**src/rtl/axis_deadlock_pkg.sv**
```systemverilog
// Shared types and helpers for the AXIS kernel deadlock monitor.
package axis_deadlock_pkg;

    typedef enum logic [1:0] {
        MONITOR = 2'd0,
        COUNT   = 2'd1,
        BLOCKED = 2'd2
    } dl_state_e;

    // Increment v, holding at the all-ones value of a w-bit field (w <= 32).
    function automatic logic [31:0] sat_inc(input logic [31:0] v, input int w);
        logic [31:0] max_v;
        max_v = (w >= 32) ? 32'hFFFF_FFFF : ((32'd1 << w) - 32'd1);
        return (v >= max_v) ? max_v : v + 32'd1;
    endfunction

endpackage

```
**src/rtl/deadlock_sat_counter.sv**
```systemverilog
// Saturating up-counter with synchronous clear; backs both the stall
// count and the block event count.
module deadlock_sat_counter
    import axis_deadlock_pkg::*;
#(
    parameter int W = 8
) (
    input  logic         clk,
    input  logic         rst_n,
    input  logic         clr,
    input  logic         inc,
    output logic [W-1:0] cnt
);

    always_ff @(posedge clk) begin
        if (!rst_n || clr)
            cnt <= '0;
        else if (inc)
            cnt <= W'(sat_inc(32'(cnt), W));
    end

endmodule

```
**src/rtl/axis_deadlock_monitor.sv**
```systemverilog
// Per-kernel deadlock monitor: declares a block after timeout_cycles
// consecutive stall cycles and snapshots the blocked ports/instances.
module axis_deadlock_monitor
    import axis_deadlock_pkg::*;
#(
    parameter int N_AXIS = 2,
    parameter int N_INST = 2,
    parameter int CNT_W  = 16,
    parameter int EVT_W  = 8,
    parameter int STICKY = 1
) (
    input  logic              kernel_monitor_clock,
    input  logic              kernel_monitor_reset,
    input  logic              enable,
    input  logic              clear,
    input  logic [CNT_W-1:0]  timeout_cycles,
    input  logic [N_AXIS-1:0] axis_block_sigs,
    input  logic [N_INST-1:0] inst_idle_sigs,
    input  logic [N_INST-1:0] inst_block_sigs,
    output logic              block,
    output logic              block_pulse,
    output logic [N_AXIS-1:0] block_port_snap,
    output logic [N_INST-1:0] block_inst_snap,
    output logic [CNT_W-1:0]  stall_cnt,
    output logic [EVT_W-1:0]  block_events
);

    dl_state_e        state, state_n;
    logic             stall_cond;
    logic [CNT_W:0]   stall_cnt_p1;
    logic             block_n, pulse_n;
    logic             cnt_clr, cnt_inc;
    logic             evt_clr, evt_inc;
    logic             snap_clr, snap_load;

    assign stall_cond   = (|axis_block_sigs) && (&(inst_idle_sigs | inst_block_sigs));
    // One bit wider so the threshold compare still works at saturation.
    assign stall_cnt_p1 = {1'b0, stall_cnt} + {{CNT_W{1'b0}}, 1'b1};

    always_comb begin
        state_n   = state;
        block_n   = block;
        pulse_n   = 1'b0;
        cnt_clr   = 1'b0;
        cnt_inc   = 1'b0;
        evt_clr   = 1'b0;
        evt_inc   = 1'b0;
        snap_clr  = 1'b0;
        snap_load = 1'b0;
        if (clear) begin
            state_n  = MONITOR;
            block_n  = 1'b0;
            cnt_clr  = 1'b0 | 1'b1;
            evt_clr  = 1'b1;
            snap_clr = 1'b1;
        end else if (!enable) begin
            state_n = MONITOR;
            block_n = 1'b0;
            cnt_clr = 1'b1;
        end else begin
            case (state)
                MONITOR: begin
                    if (stall_cond && timeout_cycles != '0) begin
                        cnt_inc = 1'b1;
                        if (timeout_cycles == {{(CNT_W-1){1'b0}}, 1'b1}) begin
                            state_n   = BLOCKED;
                            block_n   = 1'b1;
                            pulse_n   = 1'b1;
                            snap_load = 1'b1;
                            evt_inc   = 1'b1;
                        end else begin
                            state_n = COUNT;
                        end
                    end
                end
                COUNT: begin
                    if (!stall_cond || timeout_cycles == '0) begin
                        state_n = MONITOR;
                        cnt_clr = 1'b1;
                    end else begin
                        cnt_inc = 1'b1;
                        if (stall_cnt_p1 >= {1'b0, timeout_cycles}) begin
                            state_n   = BLOCKED;
                            block_n   = 1'b1;
                            pulse_n   = 1'b1;
                            snap_load = 1'b1;
                            evt_inc   = 1'b1;
                        end
                    end
                end
                BLOCKED: begin
                    if (STICKY == 0 && !stall_cond) begin
                        state_n = MONITOR;
                        block_n = 1'b0;
                        cnt_clr = 1'b1;
                    end
                end
                default: begin
                    state_n = MONITOR;
                    block_n = 1'b0;
                    cnt_clr = 1'b1;
                end
            endcase
        end
    end

    always_ff @(posedge kernel_monitor_clock) begin
        if (!kernel_monitor_reset) begin
            state           <= MONITOR;
            block           <= 1'b0;
            block_pulse     <= 1'b0;
            block_port_snap <= '0;
            block_inst_snap <= '0;
        end else begin
            state       <= state_n;
            block       <= block_n;
            block_pulse <= pulse_n;
            if (snap_clr) begin
                block_port_snap <= '0;
                block_inst_snap <= '0;
            end else if (snap_load) begin
                block_port_snap <= axis_block_sigs;
                block_inst_snap <= inst_block_sigs;
            end
        end
    end

    deadlock_sat_counter #(.W(CNT_W)) u_stall_cnt (
        .clk   (kernel_monitor_clock),
        .rst_n (kernel_monitor_reset),
        .clr   (cnt_clr),
        .inc   (cnt_inc),
        .cnt   (stall_cnt)
    );

    deadlock_sat_counter #(.W(EVT_W)) u_evt_cnt (
        .clk   (kernel_monitor_clock),
        .rst_n (kernel_monitor_reset),
        .clr   (evt_clr),
        .inc   (evt_inc),
        .cnt   (block_events)
    );

endmodule
```
**config.mk**
```make
export PLATFORM = sky130hd
export DESIGN_NAME = axis_deadlock_monitor
export DESIGN_NICKNAME = d
export VERILOG_FILES = /design/src/rtl/axis_deadlock_pkg.sv /design/src/rtl/deadlock_sat_counter.sv /design/src/rtl/axis_deadlock_monitor.sv
export SDC_FILE = /design/constraint.sdc
export NUM_CORES = 1
export LEC_CHECK = 0
export CAP_MARGIN = 20
export CORE_UTILIZATION = 40
export CTS_CLUSTER_DIAMETER = 120
export CTS_CLUSTER_SIZE = 40
export DETAILED_ROUTE_END_ITERATION = 8
export PLACE_DENSITY = 0.68
export SLEW_MARGIN = 20
export SYNTH_ARGS = -nofsm -noshare
export SYNTH_HDL_FRONTEND = slang
export SYNTH_SLANG_ARGS = --single-unit
```
**constraint.sdc**
```tcl
create_clock -name kernel_monitor_clock -period 5.1 [get_ports kernel_monitor_clock]
set_clock_uncertainty 0.1 [all_clocks]
set_input_delay 1.02 -clock kernel_monitor_clock [delete_from_list [all_inputs] [get_ports kernel_monitor_clock]]
set_output_delay 1.02 -clock kernel_monitor_clock [all_outputs]
set_load 0.02 [all_outputs]
```
# == After elaboration in Yosys (flattened, before gate mapping) ==
# Index checks and enable logic that the tools add are counted.
# W data, S select, Z words.
# classes
add_sub_neg,3
order_cmp,3
eq_ne,8
mux,29
n_bitwise,4
reduce_logical,17
# ops
operator,n
$mux W1,18
$add A16 B1 Y17 const B,1
$ge A17 B16 Y1,1
$add A16 B1 Y16 const B,1
$eq A16 B1 Y1 const B,1
$ge A16 B16 Y1 const B,1
$logic_not A16 Y1,1
$mux W16,1
$reduce_bool A16 Y1,1
$add A8 B1 Y8 const B,1
$ge A8 B8 Y1 const B,1
$mux W2,4
$mux W8,1
$ne A2 B2 Y1 const B,4
$pmux W1 S2,3
$pmux W2 S3,1
$reduce_or A2 Y1,3
$reduce_and A5 Y1,1
$logic_or A1 B1 Y1,3
$ne A3 B3 Y1 const B,1
$not A1 Y1,3
$pmux W1 S3,1
$reduce_and A3 Y1,1
$reduce_or A3 Y1,1
other kinds (7),9
# word_totals
ff_bits,32
inputBits,26
output_inout_bits,30

# == Depth between registers and ports, before layout ==
# logic_depth
word_depth,10
ltp_mapped,15
mapped_depth_nobuf,13

# == Modules after synthesis ==
# Synthesis repeated with hierarchy kept, for this count alone.
# unflattened
hier_cells,271
area_unflattened_um2,2312.2
# modules_own_cells
mod,instances,cells_per_inst,area_per_inst_um2,seq_area_each_um2
axis_deadlock_monitor,1,145,1127.3,160.2
deadlock_sat_counter at u_stall_cnt,1,85,805.8,320.3
deadlock_sat_counter at u_evt_cnt,1,41,379.1,160.2

# == Worst setup path after synthesis ==
# No wires, ideal clock.
# synth_path
kind,reg2reg
startpoint,reg u_stall_cnt.cnt[0]
endpoint,reg u_evt_cnt.cnt[3]
setup_time_ns,0.143
t_arrival_ns,3.278
t_required_ns,4.857
path_slack_ns,1.579
path_stages_with_launch,14
synth_period_minus_slack_ns,3.521
path_cell_list,dfxtp_1 -> ha_1 -> and3_1 -> buf_6 -> nand3_4 -> nor2_1 -> nand3_1 -> xnor2_1 -> ha_1 -> nand3_1 -> or4_1 -> o211ai_4 -> and3_2 -> a311oi_2
# synth_between
elab_chain_len,7
# synth_rtl
element,line,rtl
start: declaration,deadlock_sat_counter.sv:12,output logic [W-1:0] cnt
start signal: assignment,deadlock_sat_counter.sv:19,"cnt <= W'(sat_inc(32'(cnt), W));"
$add A16 B1 Y17,axis_deadlock_monitor.sv:38,"assign stall_cnt_p1 = {1'b0, stall_cnt} + {{CNT_W{1'b0}}, 1'b1};"
$ge A17 B16 Y1,axis_deadlock_monitor.sv:82,"if (stall_cnt_p1 >= {1'b0, timeout_cycles}) begin"
$mux W1,axis_deadlock_monitor.sv:82,
$mux W1,axis_deadlock_monitor.sv:77,if (!stall_cond || timeout_cycles == '0) begin
$pmux W1 S2,axis_deadlock_monitor.sv:61,case (state)
$mux W1 (2 in a row),-,
end signal: assignment,deadlock_sat_counter.sv:19,
end: declaration,deadlock_sat_counter.sv:12,
# Every way passes these cells.
# A chain may end at the register's enable or synchronous reset.

# == Worst setup path in the final report ==
# Ends and elaborated chain as after synthesis.

==> metrics.txt <==
status completed; fin nets 348; setup bufs post-CTS 0; antenna-violating nets left 0; hold-fix buffers at CTS 0; first-pass GRT wire length 8200 um; initial antenna violation count 0; n_diodes 0; final hold vios 0; initial core utilization 41.5%; Synth Flop Type dfxtp_1; crit-path max FO 16; Avg Cell Area, Syn approximately 8.5 um2; vias in the first global route approximately 1800; via count 2049; placed insts 367; fmax 263 MHz; slew of the pin with the lowest slew margin 0.720 ns; hold slack 0.355 ns; maximum VDD drop 0.123 mV; Iteration-0 DRC Markers 98; final setup violating endpoints 0; IO Port Bufs 55; period utilization 74.5%; Resize count post-CTS 0; GRT Util Overall 19.4%; Crit Path Category flop to flop; count of cell types in the netlist between 40 and 50; CTS tree done; drt drc 0; Leak ~1.1 nW; Final min period 3.80 ns; cell count after synthesis around 250; HP Class flop to flop; total wire length 5090 um; Tot Pwr 0.513 mW; worst-path cell chain ha_1 > and3_1 > nand3_4 > nor2_1 > nand3_1 > xnor2_1 > ha_1 > nand3_1 > or4_1 > o211ai_4 > and3_2 > a311oi_2; core area 5110 um2; fillcell total 490; Clock Sinks 32; area of the mapped netlist 2120 um2; die area 5600 um2; Die Ht 74.8 um; Slew Limit Fails 0; DP Wirelength 3960 um; DP Worst Slack 1.32 ns; WL/cell 13.6 um; Critical Path AT 3.86 ns; Reg clk slew, reported paths 0.07 ns; Post-synth EDFFs 0; Num CTS Buffers 5; DRT Pass-1 Iters 5; Area Growth Syn to Fin 31.4%; grt total ovfl 0; row cnt 26; PnR worst setup slack 1.30 ns; io pins 56; #FFs+latches synth 32; Worst-Skew Late Latency 0.29 ns; worst path required time 5.16 ns; share of layout cells above drive strength 1 7.21%; total power divided by cell area 184 nW/um2; max cap viols 0; sequential area share after synthesis 30.2%; Root Driver clkbuf_8; Final TNS setup 0 ns; Worst path max stage delay 0.58 ns; Synth Warn # 0; Final Non-Filler Cells 375; largest net degree at the start of global routing 18; clock buffer depth 2; Max-slew headroom 51.8%; Worst Setup Start Kind flop; H-tree depth 2; Die Wd 74.8 um; slowest stage cell, crit path or4_1; syn_nets 293; Via-to-Cell Ratio 5.46; Async SR Flop Fraction 0%; RSZ-0062 raised after global routing no; CP Capture Type flop; GP Congestion 0.834
## sequential cells by signal (all words and copies together) (netlist names)
signal and cells:
state 2, block 1, u_stall_cnt.cnt 16, block_inst_snap 2, block_pulse 1, block_port_snap 2
u_evt_cnt.cnt 8
## worst max-delay path: cells and delay by family (launching register included)
family | cells | cell delay (ns)
XOR/XNOR | 1 | 0.15
adder cells (fa/ha/maj) | 2 | 0.50
AND/OR/NAND/NOR | 7 | 1.93
flip-flops | 1 | 0.44
AO/OA/AOI/OAI | 2 | 0.53
## final timing paths
check                startpoint                  to  slack [ns]  cells after the start
max          u_stall_cnt.cnt[0]    u_evt_cnt.cnt[3]        1.30                     12
min          block_inst_snap[0]  block_inst_snap[0]        0.36                      2
max reg2reg  u_stall_cnt.cnt[0]    u_evt_cnt.cnt[3]        1.30                     12
min reg2reg  block_inst_snap[0]  block_inst_snap[0]        0.36                      2
## placed cells by master (no fill, tap or decap), types with 5 or more instances in the layout
master / count
nand3_1: 9
nand2_1: 18
a21oi_1: 12
a31oi_1: 6
inv_1: 21
ha_1: 18
nand4_1: 6
a311oi_1: 6
nor3_1: 15
a21o_1: 5
xor2_1: 5
clkbuf_8: 6
nor2_1: 21
and3_1: 7
clkdlybuf4s50_1: 55
xnor2_1: 9
dfxtp_1: 32
## report_power, final
part	total [mW]	internal (mW)	switching (mW)
sequential	0.253	0.251	0.00185
combinational	0.0583	0.0295	0.0288
clock	0.202	0.110	0.0919
total	0.513	0.391	0.123
## Yosys cell counts (5+ instances only)
cell	number	area share, %
nor3_1	15	3.5
xor2_1	5	2.1
dfxtp_1	32	30
a31oi_1	6	1.8
nand3_1	9	2.1
inv_1	21	3.7
a21oi_1	12	2.8
ha_1	18	11
a311oi_1	6	2.5
nand2_1	18	3.2
a21o_1	5	1.8
and3_1	7	2.1
nor2_1	21	3.7
xnor2_1	9	3.7
nand4_1	6	1.8
## area by class of cell
type | instances | area (um2) | share of cell area [%]
multi-input combinational | 189 | 1340 | 48.1
sequential | 32 | 641 | 23.0
timing repair buffer | 55 | 551 | 19.7
clock buffer | 8 | 90.1 | 3.23
tap | 70 | 87.6 | 3.14
inverter | 21 | 78.8 | 2.83
## layer usage
| metal | vias up | part of all wire (%) | GRT usage, % |
|---|---|---|---|
| li1 | 1029 | - | - |
| met1 | 939 | 46 | 24.2 |
| met2 | 75 | 46 | 31.8 |
| met3 | 6 | 6.4 | 4.69 |
| met4 | 0 | 1.3 | 8.60 |
| met5 | - | 0 | 0 |
## per-stage QoR
stage	util (%)	instance area, um2
floorplan	-	2120
global placement	52.8	2700
detailed placement	52.8	2700
CTS	54.6	2790
global route	54.6	2790
finish	54.6	2790
## kinds of logic (layout without fill, tap and decap cells)
family,count (synthesis),after routing,synth area share [%]
AOI/OAI and AO/OA,55,55,20.2
xor gates and xnor gates,14,14,5.78
DFF,32,32,30.2
adders and majority gates,18,18,10.6
and+or+nand+nor,98,98,24.7
buffers and inverters,28,84,6.61
muxes,4,4,1.89
No activity file was read; power rests on OpenSTA's default activity.
